## src/rtl/sobel_window_gen_pkg.sv

```systemverilog
// Shared Sobel datapath definitions: frame defaults, FSM
// encoding, 3x3 window indices and the win_o packing helper.
package sobel_window_gen_pkg;

  localparam int unsigned DEF_WIDTH  = 640;
  localparam int unsigned DEF_HEIGHT = 480;
  localparam int unsigned DEF_DW     = 8;

  localparam int unsigned WIN_N   = 3;
  localparam int unsigned WIN_TOP = 0;
  localparam int unsigned WIN_MID = 1;
  localparam int unsigned WIN_BOT = 2;
  localparam int unsigned WIN_OLD = 0;
  localparam int unsigned WIN_NEW = 2;

  typedef enum logic {
    ST_FILL,
    ST_STREAM
  } state_t;

  // LSB of element (r,c) inside the packed window bus.
  function automatic int unsigned win_lsb(
    input int unsigned r,
    input int unsigned c,
    input int unsigned dw
  );
    return dw * (WIN_N * r + c);
  endfunction

endpackage

```

## src/rtl/sobel_window_gen_raster_counter.sv

```systemverilog
// Raster position counter (col/row) with end-of-line and
// end-of-frame flags.
//   clk, rst  : clock, sync active-high reset
//   en_i      : advance one pixel
//   col_o/row_o : current (pre-increment) position
//   eol_o/eof_o : current pixel is last of line / frame
module sobel_raster_counter #(
  parameter int unsigned WIDTH  = 640,
  parameter int unsigned HEIGHT = 480,
  localparam int unsigned CW = $clog2(WIDTH),
  localparam int unsigned RW = $clog2(HEIGHT)
) (
  input  logic          clk,
  input  logic          rst,
  input  logic          en_i,
  output logic [CW-1:0] col_o,
  output logic [RW-1:0] row_o,
  output logic          eol_o,
  output logic          eof_o
);

  localparam logic [CW-1:0] COL_LAST = CW'(WIDTH - 1);
  localparam logic [RW-1:0] ROW_LAST = RW'(HEIGHT - 1);

  logic [CW-1:0] r_col;
  logic [RW-1:0] r_row;
  logic          w_eol;
  logic          w_eof;

  assign w_eol = (r_col == COL_LAST);
  assign w_eof = w_eol & (r_row == ROW_LAST);

  always_ff @(posedge clk) begin
    if (rst) begin
      r_col <= '0;
      r_row <= '0;
    end else if (en_i) begin
      if (w_eol) begin
        r_col <= '0;
        r_row <= w_eof ? '0 : r_row + 1'b1;
      end else begin
        r_col <= r_col + 1'b1;
      end
    end
  end

  assign col_o = r_col;
  assign row_o = r_row;
  assign eol_o = w_eol;
  assign eof_o = w_eof;

endmodule

```

## src/rtl/sobel_window_gen.sv

```systemverilog
// Line-buffer controller and registered 3x3 window generator
// for the Sobel stage.
//   pix_valid_i/pix_i       : raster pixel stream
//   lb0_*/lb1_*             : two external single-line FIFOs
//   win_o/win_valid_o       : packed window + interior strobe
//   win_row_o/win_col_o     : window centre coordinates
//   frame_done_o            : pulse after last frame pixel
module sobel_window_gen
  import sobel_window_gen_pkg::*;
#(
  parameter int unsigned WIDTH  = DEF_WIDTH,
  parameter int unsigned HEIGHT = DEF_HEIGHT,
  parameter int unsigned DW     = DEF_DW,
  localparam int unsigned CW = $clog2(WIDTH),
  localparam int unsigned RW = $clog2(HEIGHT)
) (
  input  logic            clk,
  input  logic            rst,
  input  logic            pix_valid_i,
  input  logic [DW-1:0]   pix_i,
  output logic            lb0_we_o,
  output logic [DW-1:0]   lb0_data_o,
  input  logic [DW-1:0]   lb0_q_i,
  input  logic            lb0_done_i,
  output logic            lb1_we_o,
  output logic [DW-1:0]   lb1_data_o,
  input  logic [DW-1:0]   lb1_q_i,
  output logic [9*DW-1:0] win_o,
  output logic            win_valid_o,
  output logic [RW-1:0]   win_row_o,
  output logic [CW-1:0]   win_col_o,
  output logic            frame_done_o
);

  logic [CW-1:0]   w_col;
  logic [RW-1:0]   w_row;
  logic            w_eol;
  logic            w_eof;
  logic            w_acc;
  logic            w_valid;
  logic [9*DW-1:0] w_win_nxt;
  state_t          w_state_nxt;

  state_t          r_state;
  logic [9*DW-1:0] r_win;
  logic            r_valid;
  logic [RW-1:0]   r_row;
  logic [CW-1:0]   r_col;
  logic            r_done;

  assign w_acc = pix_valid_i;

  // Same-cycle read data is the pixel one row above, so
  // lb0 feeds lb1 to get the pixel two rows above.
  assign lb0_we_o   = pix_valid_i;
  assign lb0_data_o = pix_i;
  assign lb1_we_o   = pix_valid_i & lb0_done_i;
  assign lb1_data_o = lb0_q_i;

  sobel_raster_counter #(
    .WIDTH  (WIDTH),
    .HEIGHT (HEIGHT)
  ) u_cnt (
    .clk   (clk),
    .rst   (rst),
    .en_i  (w_acc),
    .col_o (w_col),
    .row_o (w_row),
    .eol_o (w_eol),
    .eof_o (w_eof)
  );

  always_comb begin
    w_state_nxt = r_state;
    w_valid     = 1'b0;
    unique case (r_state)
      ST_FILL: begin
        if (w_acc && w_eol && w_row == RW'(1))
          w_state_nxt = ST_STREAM;
      end
      ST_STREAM: begin
        w_valid = w_acc
                & (w_row >= RW'(2))
                & (w_col >= CW'(2));
        if (w_acc && w_eof)
          w_state_nxt = ST_FILL;
      end
    endcase
  end

  always_comb begin
    w_win_nxt = r_win;
    for (int unsigned r = 0; r < WIN_N; r++) begin
      for (int unsigned c = WIN_OLD; c < WIN_NEW; c++) begin
        w_win_nxt[win_lsb(r, c, DW) +: DW] =
          r_win[win_lsb(r, c + 1, DW) +: DW];
      end
    end
    w_win_nxt[win_lsb(WIN_TOP, WIN_NEW, DW) +: DW] = lb1_q_i;
    w_win_nxt[win_lsb(WIN_MID, WIN_NEW, DW) +: DW] = lb0_q_i;
    w_win_nxt[win_lsb(WIN_BOT, WIN_NEW, DW) +: DW] = pix_i;
  end

  always_ff @(posedge clk) begin
    if (rst) begin
      r_state <= ST_FILL;
      r_win   <= '0;
      r_valid <= 1'b0;
      r_row   <= '0;
      r_col   <= '0;
      r_done  <= 1'b0;
    end else begin
      r_state <= w_state_nxt;
      r_valid <= w_valid;
      r_done  <= w_acc & w_eof;
      if (w_acc) begin
        r_win <= w_win_nxt;
        r_row <= w_row - 1'b1;
        r_col <= w_col - 1'b1;
      end
    end
  end

  assign win_o        = r_win;
  assign win_valid_o  = r_valid;
  assign win_row_o    = r_row;
  assign win_col_o    = r_col;
  assign frame_done_o = r_done;

endmodule

```

## config.mk

```make
export PLATFORM = sky130hd
export DESIGN_NAME = sobel_window_gen
export DESIGN_NICKNAME = d
export VERILOG_FILES = /design/src/rtl/sobel_window_gen_pkg.sv /design/src/rtl/sobel_window_gen_raster_counter.sv /design/src/rtl/sobel_window_gen.sv
export SDC_FILE = /design/constraint.sdc
export NUM_CORES = 1
export LEC_CHECK = 0
export CORE_MARGIN = 2
export CORE_UTILIZATION = 35
export CTS_CLUSTER_SIZE = 40
export DETAILED_ROUTE_END_ITERATION = 16
export GPL_TIMING_DRIVEN = 0
export SLEW_MARGIN = 20
export SYNTH_ARGS = -nofsm -noshare
export SYNTH_HDL_FRONTEND = slang
export SYNTH_SLANG_ARGS = --single-unit
```

## constraint.sdc

```tcl
create_clock -name clk -period 5.7 [get_ports clk]
set_clock_uncertainty 0.2 [all_clocks]
set_input_delay 1.14 -clock clk [delete_from_list [all_inputs] [get_ports clk]]
set_output_delay 1.14 -clock clk [all_outputs]
set_load 0.02 [all_outputs]
```

==> results of run 1 <==
-- metrics by stage --
step / std cells / setup WS, ps
global route: 831 / 1270
finish: 831 / 1400
global placement: 799 / 1390
floorplan: 487 / 2210
CTS: 831 / 1370
detailed placement: 799 / 1380
-- tightest hold or removal path, delay by kind of cell (launching register included) --
family	cells	cell delay [ps]
flip-flops	1	310
AND/OR/NAND/NOR	1	80
AO/OA/AOI/OAI	1	50
-- cell families after synthesis --
| logic type | Yosys count |
|---|---|
| buf+inv | 61 |
| fa+ha+maj | 7 |
| xor+xnor | 20 |
| flops | 113 |
| simple gates | 170 |
| mux | 73 |
| compound gates | 43 |
-- registers in the layout, summed over array words and instances, names as in the netlist --
register,cells
frame_done_o,1
r_state,1
u_cnt.col_o,10
u_cnt.row_o,9
win_col_o,10
win_o,72
win_row_o,9
win_valid_o,1
-- cells in the final DEF (no fill, tap or decap), types with 8 or more instances in the layout --
cell,Yosys,routed
nand2_1,13,13
o21ai_0,8,8
a21oi_1,9,9
clkbuf_16,0,17
clkdlybuf4s50_1,0,136
mux2i_1,72,72
a211oi_1,16,16
buf_4,17,17
clkbuf_1,17,19
nor3_1,10,10
buf_1,13,13
dfxtp_1,113,113
nor2_1,104,104
xnor2_1,14,14
-- power by group through the flow --
| stage | sequential (mW) | clock, mW | combinational [mW] |
|---|---|---|---|
| finish | 0.845 | 1.11 | 0.262 |
| global route | 0.849 | 1.16 | 0.282 |
| CTS | 0.845 | 1.12 | 0.265 |
| detailed placement | 0.861 | 0 | 0.264 |
| global placement | 0.860 | 0 | 0.262 |
| floorplan | 0.895 | 0 | 0.111 |
-- worst paths after layout --
kind / cells past startpoint / slack [ps] / end
setup reg to reg: 6 / 3380 / u_cnt.row_o[1]
setup / recovery: 5 / 1400 / lb1_we_o
hold reg to reg: 2 / 280 / win_col_o[1]
hold / removal: 2 / 280 / win_col_o[1]
-- layout make-up --
type,instances,share of cell area [%]
Clock buffer,21,6.72
Timing Repair Buffer,136,19.9
Multi-Input combinational cell,313,30.4
Tap cell,176,3.21
Sequential cell,113,33.0
Clock inverter,11,2.34
Buffer,54,4.11
Inverter,7,0.383
-- metal layers --
layer	vias to the layer above	global-route usage [%]	part of all wire, %
li1	1968	-	-
met1	1828	20.1	44
met2	125	27.1	45
met3	24	7.95	8.8
met4	0	8.48	2.4
met5	-	0	0
==> run metrics, run 1 <==
Post-synth EDFFs 0; worst path bufs/invs 4; asr flop ratio synth 0%; Sum Neg Setup Slack 0 ps; largest family of logic cells by synthesized area simple AND/OR/NAND/NOR gates; total DRC errors in the routed layout 0; final global-route overflow total 0; First-pass DRT Iterations 4; fin nets 677; DRT antenna net count 0; count leader, synth dfxtp_1; critical path class in2out; crit share post-route 75.4%; Die H 119 um; TritonCTS Buffers 17; synthesized net count 522; # port buffers 136; final hold vios 0; top cell type's share of synthesized area 48.6%; Final min period 4300 ps; initial antenna violation count 0; Starting Density 35.6%; Worst EP required 4360 ps; Reg clk slew, reported paths 50 ps; placed cell area 6230 sq um; Vias/cell 4.75; hpwl dp 8.42 mm; Int Power 1.70 mW; Synth-to-Final Area Change 47.3%; YS warnings 0; top_reg_cell synth dfxtp_1; final setup violating endpoints 0; IO Pins 139; switching part of the total power 23.1%; area leader, netlist dfxtp_1; Worst EP arrival 2960 ps; Adder-Cell Fraction of Synth Area 1.88%; Core Area 13100 sq um; Avg WL per Cell 14.3 um; GP Congestion 0.826; layout cells sized above 1 9.16%; Min-Delay Path Class reg2reg; Worst Min Path Start win_col_o[1]; xor/xnor share of the synthesized area 3.77%; peak supply drop 0.183 mV; slowest CP cell clkdlybuf4s50_1; GRT Util Overall 17.4%; Row Count 42; status finished, final reports clean; unique cell type count in the Yosys netlist 41; CTS HTree Levels 4; crit path max fanout 10; Longest Clk Path Bufs 2; Max-Slew Margin vs Limit 47.2%; Hold Buf Count CTS 0; Cell Area, Synth 4650 sq um; Top delay family on crit path buffers and inverters; CP endpoint kind primary output; post-cts sizing count 0; Clock Latency Late Sink 410 ps; filler instances 1188; unrepaired setup endpoints after global routing false; Worst path max stage delay 590 ps; Gate Count Post-Synth 487; Root Buffer clkbuf_16; total of max-cap violations 0; first-pass GRT wire length 19.5 mm; Fmax achieved 233 MHz; Synth Area in Compound Gates 6.19%; LEAKAGE 2.79 nW; cell breakdown of the critical path buf_2 -> buf_1 -> buf_1 -> and2_1 -> clkdlybuf4s50_1; multi-input logic area 2080 sq um; Sink Count 113; #FFs+latches synth 113; full die area 14200 sq um; Clock Power Share 50.0%; Worst-Margin Slew 793 ps; register area share after synthesis 48.6%; average size of a mapped cell 9.55 sq um; sequential standard cell area 2260 sq um; Pins Over Slew Limit 0; Seq pwr share 38.2%; Iteration-0 DRC Markers 70; startpoint types input port; largest net degree at the start of global routing 17; vias 3945; vias in the first global route 3966; crit-path most repeated cell buf_1; mux cell area share after synthesis 15.7%; reg2reg start u_cnt.col_o[1]; post-CTS setup buffers 0; CP startpoint pix_valid_i; Pwr Density 323 nW/um^2; antenna cells 0; total power 2.21 mW; switching power 0.511 mW; simple-gate portion of the synthesized area 17.2%; WHS 284 ps; final core utilization 52.4%; overall routed net length 11.9 mm; CTS tree yes; top post-synthesis cells by count 113 x dfxtp_1, 104 x nor2_1, 72 x mux2i_1; main area contributors after synthesis dfxtp_1 49%, mux2i_1 15%, nor2_1 8.4%; final instance area 6850 sq um; Die X-Extent 119 um; Gate power share 11.8%
Note: power is estimated with default switching activity, not from simulation.
==> run 2: changes to the inputs <==
Clock period 5.7 ns to 3.9 ns, I/O delays scaled along.
==> results of run 2 <==
The final DEF is identical to that of run 1. Status: finished, final reports clean.
Main changes from that run: setup slack after placement 1380 ps -> 298 ps; setup slack after layout 1400 ps -> 324 ps; register-to-register setup slack 3380 ps -> 1580 ps; total power 2.21 mW -> 3.23 mW; worst IR drop on VDD 0.183 mV -> 0.267 mV
==> run 3: changes to the inputs <==
Settings changed: CTS_CLUSTER_SIZE 40 to not set.
==> results of run 3 <==
The final DEF is identical to that of run 1. Status: finished, final reports clean.
Main changes from that run: setup slack after placement 1380 ps -> 298 ps; setup slack after layout 1400 ps -> 324 ps; register-to-register setup slack 3380 ps -> 1580 ps; total power 2.21 mW -> 3.23 mW; worst IR drop on VDD 0.183 mV -> 0.267 mV
